File: src/rtl/key_unlock_pkg.sv
// Shared types and sizing helpers for the multi-word key unlock sequencer.
package key_unlock_pkg;

    // Controller states of the unlock sequencer.
    typedef enum logic [2:0] {
        COLLECT = 3'd0,
        DRAIN   = 3'd1,
        EMIT    = 3'd2,
        FAILED  = 3'd3,
        LOCKOUT = 3'd4
    } state_e;

    // Default configuration.
    localparam int DEF_KEY_W          = 32;
    localparam int DEF_KEY_WORDS      = 2;
    localparam int DEF_FLAG_WORDS     = 4;
    localparam int DEF_MAX_FAIL       = 3;
    localparam int DEF_LOCKOUT_CYCLES = 1024;

    // Width of an index that walks 0..n-1. Never narrower than one bit.
    function automatic int idx_width(input int n);
        return (n > 1) ? $clog2(n) : 1;
    endfunction

    // Width of a counter that holds 0..max_val inclusive.
    function automatic int cnt_width(input int max_val);
        return (max_val > 0) ? $clog2(max_val + 1) : 1;
    endfunction

endpackage

File: src/rtl/key_unlock_seq_lockout_timer.sv
// Down-counter that runs for CYCLES clocks after start and flags the last one.
module lockout_timer
    import key_unlock_pkg::*;
#(
    parameter int CYCLES = DEF_LOCKOUT_CYCLES
) (
    input  logic clk,
    input  logic rst_n,
    input  logic start,
    output logic busy,
    output logic done
);

    localparam int               CNT_W = cnt_width(CYCLES);
    localparam logic [CNT_W-1:0] LOAD  = CNT_W'(CYCLES - 1);

    logic [CNT_W-1:0] cnt_q;
    logic             busy_q;

    // Load on start, then count down; busy drops after the cycle where the count is zero.
    always_ff @(posedge clk or negedge rst_n) begin
        if (!rst_n) begin
            cnt_q  <= '0;
            busy_q <= 1'b0;
        end else if (start) begin
            cnt_q  <= LOAD;
            busy_q <= 1'b1;
        end else if (busy_q) begin
            if (cnt_q == '0) begin
                busy_q <= 1'b0;
            end else begin
                cnt_q <= cnt_q - 1'b1;
            end
        end
    end

    assign busy = busy_q;
    assign done = busy_q && (cnt_q == '0);

endmodule

File: src/rtl/key_unlock_seq.sv
// Multi-word key check: collects a key stream, compares it against a secret,
// streams out the de-obfuscated flag on success and enforces a lockout after
// too many consecutive failures.
module key_unlock_seq
    import key_unlock_pkg::*;
#(
    parameter int                          KEY_W          = DEF_KEY_W,
    parameter int                          KEY_WORDS      = DEF_KEY_WORDS,
    parameter int                          FLAG_WORDS     = DEF_FLAG_WORDS,
    parameter logic [KEY_WORDS*KEY_W-1:0]  KEY_SECRET     = {32'h0BADF00D, 32'h9DA79FF0},
    parameter logic [FLAG_WORDS*KEY_W-1:0] FLAG_ENC       = {32'h11111111, 32'h22222222,
                                                             32'h33333333, 32'h44444444},
    parameter int                          MAX_FAIL       = DEF_MAX_FAIL,
    parameter int                          LOCKOUT_CYCLES = DEF_LOCKOUT_CYCLES
) (
    input  logic                          clk,
    input  logic                          rst_n,
    input  logic                          key_valid,
    output logic                          key_ready,
    input  logic [KEY_W-1:0]              key_word,
    input  logic                          key_last,
    output logic                          out_valid,
    input  logic                          out_ready,
    output logic [KEY_W-1:0]              data,
    output logic                          data_last,
    output logic                          pass,
    output logic                          fail,
    output logic                          locked,
    output logic [$clog2(MAX_FAIL+1)-1:0] fail_cnt
);

    localparam int                FCNT_W    = cnt_width(MAX_FAIL);
    localparam int                KIDX_W    = idx_width(KEY_WORDS);
    localparam int                FIDX_W    = idx_width(FLAG_WORDS);
    localparam logic [KIDX_W-1:0] KIDX_LAST = KIDX_W'(KEY_WORDS - 1);
    localparam logic [FIDX_W-1:0] FIDX_LAST = FIDX_W'(FLAG_WORDS - 1);
    localparam logic [FCNT_W-1:0] FCNT_MAX  = FCNT_W'(MAX_FAIL);

    function automatic logic [KEY_W-1:0] secret_word(input logic [KIDX_W-1:0] i);
        return KEY_SECRET[i*KEY_W +: KEY_W];
    endfunction

    function automatic logic [KEY_W-1:0] flag_word(input logic [FIDX_W-1:0] j);
        return FLAG_ENC[j*KEY_W +: KEY_W];
    endfunction

    state_e            state_q;
    logic              key_ready_q;
    logic              out_valid_q;
    logic              data_last_q;
    logic              pass_q;
    logic              fail_q;
    logic              locked_q;
    logic              mismatch_q;
    logic [KEY_W-1:0]  data_q;
    logic [FCNT_W-1:0] fail_cnt_q;
    logic [KIDX_W-1:0] idx_q;
    logic [KIDX_W-1:0] ptr_q;
    logic [FIDX_W-1:0] j_q;
    logic [KEY_W-1:0]  key_buf_q [KEY_WORDS];

    logic              key_hs;
    logic              out_hs;
    logic              last_word;
    logic              mismatch_d;
    logic [FCNT_W-1:0] fail_cnt_d;
    logic [FIDX_W-1:0] j_d;
    logic [KIDX_W-1:0] ptr_d;
    logic [KEY_W-1:0]  buf0_d;
    logic [KEY_W-1:0]  emit_data_d;

    logic              timer_start;
    logic              timer_busy;
    logic              timer_done;

    // Handshakes and next values shared by several FSM branches.
    always_comb begin
        key_hs      = key_valid && key_ready_q;
        out_hs      = out_valid_q && out_ready;
        last_word   = (idx_q == KIDX_LAST);
        mismatch_d  = mismatch_q || (key_word != secret_word(idx_q));
        fail_cnt_d  = (fail_cnt_q == FCNT_MAX) ? fail_cnt_q : fail_cnt_q + 1'b1;
        j_d         = j_q + 1'b1;
        ptr_d       = (ptr_q == KIDX_LAST) ? '0 : ptr_q + 1'b1;
        // Word 0 of the key may be the one arriving right now (single-word keys).
        buf0_d      = (idx_q == '0) ? key_word : key_buf_q[0];
        emit_data_d = flag_word(j_d) ^ key_buf_q[ptr_d];
    end

    // The lockout is armed from the one-cycle FAILED state once the limit is hit.
    assign timer_start = (state_q == FAILED) && (fail_cnt_q == FCNT_MAX) && !timer_busy;

    lockout_timer #(
        .CYCLES (LOCKOUT_CYCLES)
    ) u_lockout_timer (
        .clk   (clk),
        .rst_n (rst_n),
        .start (timer_start),
        .busy  (timer_busy),
        .done  (timer_done)
    );

    // Sequencer FSM; every output is registered and set for the state being entered.
    always_ff @(posedge clk or negedge rst_n) begin
        if (!rst_n) begin
            state_q     <= COLLECT;
            key_ready_q <= 1'b0;
            out_valid_q <= 1'b0;
            data_last_q <= 1'b0;
            pass_q      <= 1'b0;
            fail_q      <= 1'b0;
            locked_q    <= 1'b0;
            mismatch_q  <= 1'b0;
            data_q      <= '0;
            fail_cnt_q  <= '0;
            idx_q       <= '0;
            ptr_q       <= '0;
            j_q         <= '0;
            for (int i = 0; i < KEY_WORDS; i++) begin
                key_buf_q[i] <= '0;
            end
        end else begin
            pass_q <= 1'b0;
            fail_q <= 1'b0;
            unique case (state_q)
                COLLECT: begin
                    key_ready_q <= 1'b1;
                    if (key_hs) begin
                        key_buf_q[idx_q] <= key_word;
                        mismatch_q       <= mismatch_d;
                        idx_q            <= idx_q + 1'b1;
                        if (key_last && last_word && !mismatch_d) begin
                            state_q     <= EMIT;
                            key_ready_q <= 1'b0;
                            pass_q      <= 1'b1;
                            out_valid_q <= 1'b1;
                            j_q         <= '0;
                            ptr_q       <= '0;
                            data_q      <= flag_word('0) ^ buf0_d;
                            data_last_q <= (FIDX_LAST == '0);
                        end else if (key_last) begin
                            // Wrong content or a short key.
                            state_q     <= FAILED;
                            key_ready_q <= 1'b0;
                            fail_q      <= 1'b1;
                            fail_cnt_q  <= fail_cnt_d;
                            idx_q       <= '0;
                            mismatch_q  <= 1'b0;
                        end else if (last_word) begin
                            // Key is longer than expected: swallow the rest.
                            state_q <= DRAIN;
                        end
                    end
                end
                DRAIN: begin
                    key_ready_q <= 1'b1;
                    if (key_hs && key_last) begin
                        state_q     <= FAILED;
                        key_ready_q <= 1'b0;
                        fail_q      <= 1'b1;
                        fail_cnt_q  <= fail_cnt_d;
                        idx_q       <= '0;
                        mismatch_q  <= 1'b0;
                    end
                end
                EMIT: begin
                    if (out_hs) begin
                        if (data_last_q) begin
                            state_q     <= COLLECT;
                            key_ready_q <= 1'b1;
                            out_valid_q <= 1'b0;
                            data_q      <= '0;
                            data_last_q <= 1'b0;
                            j_q         <= '0;
                            ptr_q       <= '0;
                            idx_q       <= '0;
                            mismatch_q  <= 1'b0;
                            fail_cnt_q  <= '0;
                            for (int i = 0; i < KEY_WORDS; i++) begin
                                key_buf_q[i] <= '0;
                            end
                        end else begin
                            j_q         <= j_d;
                            ptr_q       <= ptr_d;
                            data_q      <= emit_data_d;
                            data_last_q <= (j_d == FIDX_LAST);
                        end
                    end
                end
                FAILED: begin
                    for (int i = 0; i < KEY_WORDS; i++) begin
                        key_buf_q[i] <= '0;
                    end
                    if (fail_cnt_q == FCNT_MAX) begin
                        state_q  <= LOCKOUT;
                        locked_q <= 1'b1;
                    end else begin
                        state_q     <= COLLECT;
                        key_ready_q <= 1'b1;
                    end
                end
                LOCKOUT: begin
                    if (timer_done) begin
                        state_q     <= COLLECT;
                        locked_q    <= 1'b0;
                        fail_cnt_q  <= '0;
                        key_ready_q <= 1'b1;
                    end
                end
                default: begin
                    state_q     <= COLLECT;
                    key_ready_q <= 1'b0;
                end
            endcase
        end
    end

    assign key_ready = key_ready_q;
    assign out_valid = out_valid_q;
    assign data      = data_q;
    assign data_last = data_last_q;
    assign pass      = pass_q;
    assign fail      = fail_q;
    assign locked    = locked_q;
    assign fail_cnt  = fail_cnt_q;

endmodule

File: config.mk
export PLATFORM = sky130hd
export DESIGN_NAME = key_unlock_seq
export DESIGN_NICKNAME = d
export VERILOG_FILES = /design/src/rtl/key_unlock_pkg.sv /design/src/rtl/key_unlock_seq_lockout_timer.sv /design/src/rtl/key_unlock_seq.sv
export SDC_FILE = /design/constraint.sdc
export NUM_CORES = 1
export LEC_CHECK = 0
export BUFFER_PORTS_ARGS = -buffer_cell sky130_fd_sc_hd__buf_4
export CORE_MARGIN = 10
export CORE_UTILIZATION = 35
export CTS_CLUSTER_SIZE = 25
export DETAILED_ROUTE_END_ITERATION = 16
export GPL_TIMING_DRIVEN = 1
export SYNTH_ARGS = -nofsm -noshare
export SYNTH_HDL_FRONTEND = slang
export SYNTH_SLANG_ARGS = --single-unit
File: constraint.sdc
create_clock -name clk -period 2.5 [get_ports clk]
set_input_delay 0.25 -clock clk [delete_from_list [all_inputs] [get_ports clk]]
set_output_delay 0.25 -clock clk [all_outputs]
set_load 0.05 [all_outputs]
# [Word-level counts from Yosys, hierarchy flattened]
# Cells that the tools add are included.
[word_totals] reg_bits=124 out_inout_bits=40 inputBits=37
[op_classes] n_bitwise=4 addsub=5 muxes=89 order_cmp=3 n_eq_ne=19 n_shift=2 n_reduce_logical=29
[ops] operator="2-to-1 mux 32 bit" n=9
[ops] operator="2-to-1 mux 64 bit" n=3
[ops] operator="case mux 64 bit (3 select lines)" n=1
[ops] operator="variable part select 128 x 8 -> 32 bit (first input constant)" n=1
[ops] operator="bitwise mux 64 bit" n=1
[ops] operator="case mux 32 bit (2 select lines)" n=1
[ops] operator="variable part select 64 x 7 -> 32 bit (first input constant)" n=1
[ops] operator="2-to-1 mux 1 bit" n=38
[ops] operator="2-to-1 mux 11 bit" n=3
[ops] operator="demux 32 bit (select 1 bit)" n=1
[ops] operator="inequality test 32 bit" n=1
[ops] operator="XOR 32 bit" n=1
[ops] operator="2-to-1 mux 3 bit" n=9
[ops] operator="2-to-1 mux 2 bit" n=12
[ops] operator="inequality test 2 bit (second input constant)" n=10
[ops] operator="case mux 3 bit (5 select lines)" n=1
[ops] operator="AND reduction 4 bit" n=3
[ops] operator="logical NOT 11 bit" n=1
[ops] operator="subtractor 11 x 1 -> 11 bit (second input constant)" n=1
[ops] operator="case mux 1 bit (2 select lines)" n=5
[ops] operator="AND reduction 5 bit" n=2
[ops] operator="logical AND 1 bit" n=9
[ops] operator="inverter 8 bit" n=1
[ops] operator="case mux 2 bit (4 select lines)" n=1
[ops] operator="24 further kinds" n=35

# [Logic depth before layout (Yosys ltp)]
[depth] ltp_word=10 ltp_mapped=8

# [Cells and area by module]
# Synthesis repeated with hierarchy kept, for this count alone.
[hier_totals] hier_cells=607 area_unflattened_um2=6675.2
[modules_own_cells] module="key_unlock_seq" instances=1 cells_each=546 seq_area_each_um2=2802.7 area_each_um2=6002.0
[modules_own_cells] module="lockout_timer" instances=1 cells_each=61 seq_area_each_um2=300.3 area_each_um2=673.1

# [Worst setup path after synthesis]
# OpenSTA, ideal clock, no wires.
[synth_path] kind="reg-to-reg" from="register idx_q" to="register data_q[0], in the netlist data[0]" slack_ps=-221 setup_time_ps=125 arrival_time_ps=2596 path_buffers=1 required_ps=2375 stages_incl_launch_ff=8 path_cell_list="dfrtp_1 -> ha_1 -> or4b_4 -> nor4_4 -> and4_4 -> a31oi_4 -> buf_6 -> mux2_4"
[synth_via] elab_chain_cells=7
[synth_lines] item="from (decl)" line="key_unlock_seq.sv:57" text="logic [KIDX_W-1:0] idx_q;"
[synth_lines] item="from (signal assigned)" line="key_unlock_seq.sv:131" text="idx_q <= idx_q + 1'b1;"
[synth_lines] item="variable part select 64 x 7 -> 32 bit" line="key_unlock_seq.sv:40" text="return KEY_SECRET[i*KEY_W +: KEY_W];"
[synth_lines] item="inequality test 32 bit" line="key_unlock_seq.sv:81" text="mismatch_d = mismatch_q || (key_word != secret_word(idx_q));"
[synth_lines] item="logical OR 1 bit" line="key_unlock_seq.sv:81"
[synth_lines] item="logical NOT 1 bit" line="key_unlock_seq.sv:132" text="if (key_last && last_word && !mismatch_d) begin"
[synth_lines] item="logical AND 1 bit" line="key_unlock_seq.sv:132"
[synth_lines] item="inequality test 2 bit (no source line)"
[synth_lines] item="AND reduction 4 bit (no source line)"
[synth_lines] item="to (signal assigned)" line="key_unlock_seq.sv:139" text="data_q <= flag_word('0) ^ buf0_d;"
[synth_lines] item="to (signal assigned)" line="key_unlock_seq.sv:185" text="data_q <= emit_data_d;"
[synth_lines] item="to (decl)" line="key_unlock_seq.sv:55" text="logic [KEY_W-1:0] data_q;"
# Several ways; a longest one is shown, not always the timed one. The select of a mux whose other input is x is not followed.
# A chain may end at the register's enable or synchronous reset.

# [Worst setup path in the final report]
[layout_path] from="register idx_q" to="register fail_cnt_q[1], in the netlist fail_cnt[1]"
[layout_via] elab_chain_cells=7
[layout_lines] item="variable part select 64 x 7 -> 32 bit" line="key_unlock_seq.sv:40"
[layout_lines] item="inequality test 32 bit" line="key_unlock_seq.sv:81"
[layout_lines] item="logical OR 1 bit" line="key_unlock_seq.sv:81"
[layout_lines] item="logical NOT 1 bit" line="key_unlock_seq.sv:132"
[layout_lines] item="logical AND 1 bit (*)" line="key_unlock_seq.sv:132"
[layout_lines] item="inequality test 2 bit (no source line) (*)"
[layout_lines] item="AND reduction 8 bit (no source line) (*)"
[layout_lines] item="to (signal assigned)" line="key_unlock_seq.sv:146" text="fail_cnt_q <= fail_cnt_d;"
[layout_lines] item="to (signal assigned)" line="key_unlock_seq.sv:161" text="fail_cnt_q <= fail_cnt_d;"
[layout_lines] item="to (decl)" line="key_unlock_seq.sv:56" text="logic [FCNT_W-1:0] fail_cnt_q;"
# Mark *: on every way between the ends. The rest lies on a longest branch, timed or not.

==> run metrics <==
run status finished with violations; violations in the final reports setup timing; RSZ-0062 raised after global routing yes; DRT Wirelength 18560 um; library cell occupying the most area in the post-synthesis netlist dfrtp_1; synth top area cells dfrtp_1 (47%), a22o_1 (7.9%), mux2i_1 (7.4%); layout cell share with drive strength beyond 1 31.62%; clk_skew 5.469 ps; launch instance of the worst min-delay path key_word[10]; remaining antenna violation count 0; clock-pin slew of the registers on the worst-case setup and hold paths 60 ps; buffers added on ports 76; vertical die dimension 156.6 um; cell types with the highest counts after synthesis dfrtp_1 (124), a22o_1 (59), mux2i_1 (48); worst path arrival time 2840 ps; vias in the first global route 5142; category of the most critical setup path flip-flop to flip-flop; internal portion of total power 5.336 mW; fraction of post-synthesis cell area in the top cell type by area 47.49%; worst endpoint required time 2810 ps; CTS HTree Levels 4; Die W 156.6 um; period utilisation layout 101.2%; DR vias 4964; worst path setup slack after routing -30.77 ps; number of placed cells counting well taps 853; terminus of the critical flop-to-flop path fail_cnt[1]; peak supply drop 0.7949 mV; first-pass GRT wire length 28640 um; die area 24530 sq um; total routing resource utilization after global routing 15.16%; power share of the sequential group 36.2%; relative area change from synthesis to final layout 26.24%; switching power total 3.028 mW; CTS Buf Count 17; combinational group share of total power 33.9%; proportion of total power due to net switching 36.20%; category of the worst setup path launch point flip-flop; Max Fanout on Critical Path 6; post-synthesis cell count 553; post-layout total power 8.364 mW; primary flip-flop cell chosen by synthesis mapping dfrtp_1; launch point of the critical path idx_q; leakage dissipation 3.873 nW; Final min period 2531 ps; final estimated routing congestion in global placement 0.8305; number of flops mapped to enable cells by yosys 0; Least-Margin Pin Slew 822.8 ps; worst hold-check path type input port to flip-flop; Setup-failing EPs final 1; clock network fraction of design power 29.8%; flip-flop and latch count after synthesis 124; leftover overflow at the end of global routing 0; setup slack, reg-to-reg -30 ps; post-detailed-route DRC marker count 0; starting DRC count in detailed routing 354; area of the mapped netlist 6534 sq um; fraction of registers with async set/reset 100.0%; per-instance average area after synthesis 11.82 sq um; worst r2r src idx_q; pin count of the biggest net entering global routing 47; drt via density 5.578; Cell Pwr Density 1014 nW/um^2; number of detailed-routing iterations run before antenna repair 5; final-report max-slew violation count 0; Post-DP HPWL 12560 um; initial antenna violation count 0; standard-cell rows 49; Top-Level Pins 77; syn nets 614; sequential area share after synthesis 47.49%; number of warning messages in the yosys log 0; Net count, final 709; initial core utilization 36.00%; clk buf depth 2; depth of the worst hold-timing path 2; Sink Count 124; distinct cell type count after synthesis 43; relative max-transition margin 44.89%; maximum clock frequency 395.1 MHz; count of endpoints failing hold in the final timing report 0; clock latency of the later-clocked register in the worst-skew pair 430 ps; setup tns final -30.77 ps; terminating pin of the worst hold path key_buf_q[42]; total inserted antenna cells 0; DR WL/cell 20.86 um; filler-free cell count of the finished design 890; Max-cap violations 0; most common cell in the netlist dfrtp_1; sort of element at the end of the critical path flip-flop; reg2reg path depth 9; area inside the core boundary 18150 sq um; cell at the root of the clock tree clkbuf_16; clock tree from TritonCTS yes
## placed cells by master (no fill, tap or decap), drive strengths merged, types with 15 or more instances in the layout
master	instances
dfrtp	124
buf	113
a22o	59
mux2	52
mux2i	48
nand2	34
o22ai	32
ha	24
xnor2	20
clkbuf	20
nor2	15
## worst max path at each step
| stage | endpoint | cells past startpoint |
|---|---|---|
| 3_5_place_dp | fail_cnt[1] | 8 |
| 4_1_cts | fail_cnt[1] | 8 |
| 3_3_place_gp | fail_cnt[1] | 8 |
| 2_1_floorplan | data[0] | 7 |
| 5_1_grt | fail_cnt[1] | 9 |
| 6_report | fail_cnt[1] | 9 |
## registers in the layout, indices dropped and copies added, names as in the netlist
name and count:
out_valid 1, idx_q 1, data 32, pass 1, mismatch_q 1, fail_cnt 2
key_buf_q 64, ptr_q 1, key_ready 1, locked 1, u_lockout_timer.busy 1, j_q 2
fail 1, state_q 3, u_lockout_timer.cnt_q 11, data_last 1
## timing repair
action | in CTS | in global routing
hold endpoints to repair | 29 | 0
buffers inserted | 3 | 1
gates resized for setup | 7 | 10
endpoints found under the setup margin | 3 | 36
hold buffers | 1 | 0
pin swaps | 3 | 3
## cells by family after synthesis
kind of cell	after synthesis	synth area share (%)
AOI/OAI and AO/OA	124	14.25
DFF	124	47.49
muxes	100	17.81
and+or+nand+nor	99	8.100
buffers and inverters	49	3.332
xor gates and xnor gates	33	4.424
adders and majority gates	24	4.596
## critical path: stages, from the launching register on
cell and delay [ps]:
dfrtp_2 460, buf_6 160, buf_6 110, ha_4 250, nand4_1 140, nor4_4 280, buf_4 160, nand4_1 130
o211ai_1 330, mux2_2 380
## cell type report
type	instances	area, sq um
Tap cell	229	286.5
Clock buffer	20	436.7
Timing Repair Buffer	114	947.2
Clock inverter	12	147.6
Multi-Input combinational cell	380	3284
Fill cell	1660	9899
Inverter	11	41.29
Sequential cell	124	3104
## per-stage QoR
step | hold slack (ps) | worst slack [ps] | utilization (%) | area [sq um]
floorplan | -45.59 | 34.21 | - | 6535
global placement | 220.6 | 6.794 | 41.51 | 7532
detailed placement | 228.2 | -34.01 | 41.51 | 7532
CTS | 63.06 | 4.214 | 45.01 | 8168
global route | 69.37 | -138.0 | 45.45 | 8248
finish | 76.56 | -30.77 | 45.45 | 8248
## metal layers
metal	part of all wire (%)	vias up	routed length [um]	track usage (%)
li1	-	2248	-	-
met1	44	2515	8240	19.05
met2	47	176	8648	23.82
met3	6.8	25	1257	4.523
met4	2.3	0	418	6.337
met5	0	-	0	0
## power groups by stage
| stage | clock, mW | sequential [mW] | combinational (mW) |
|---|---|---|---|
| after floorplan | 0 | 2.97 | 1.85 |
| after global placement | 0 | 3.01 | 2.65 |
| after detailed placement | 0 | 3.04 | 2.72 |
| after CTS | 2.52 | 3.01 | 2.78 |
| after global routing | 2.62 | 3.09 | 3.10 |
| final | 2.50 | 3.03 | 2.84 |
(Power assumes the default switching activity.)
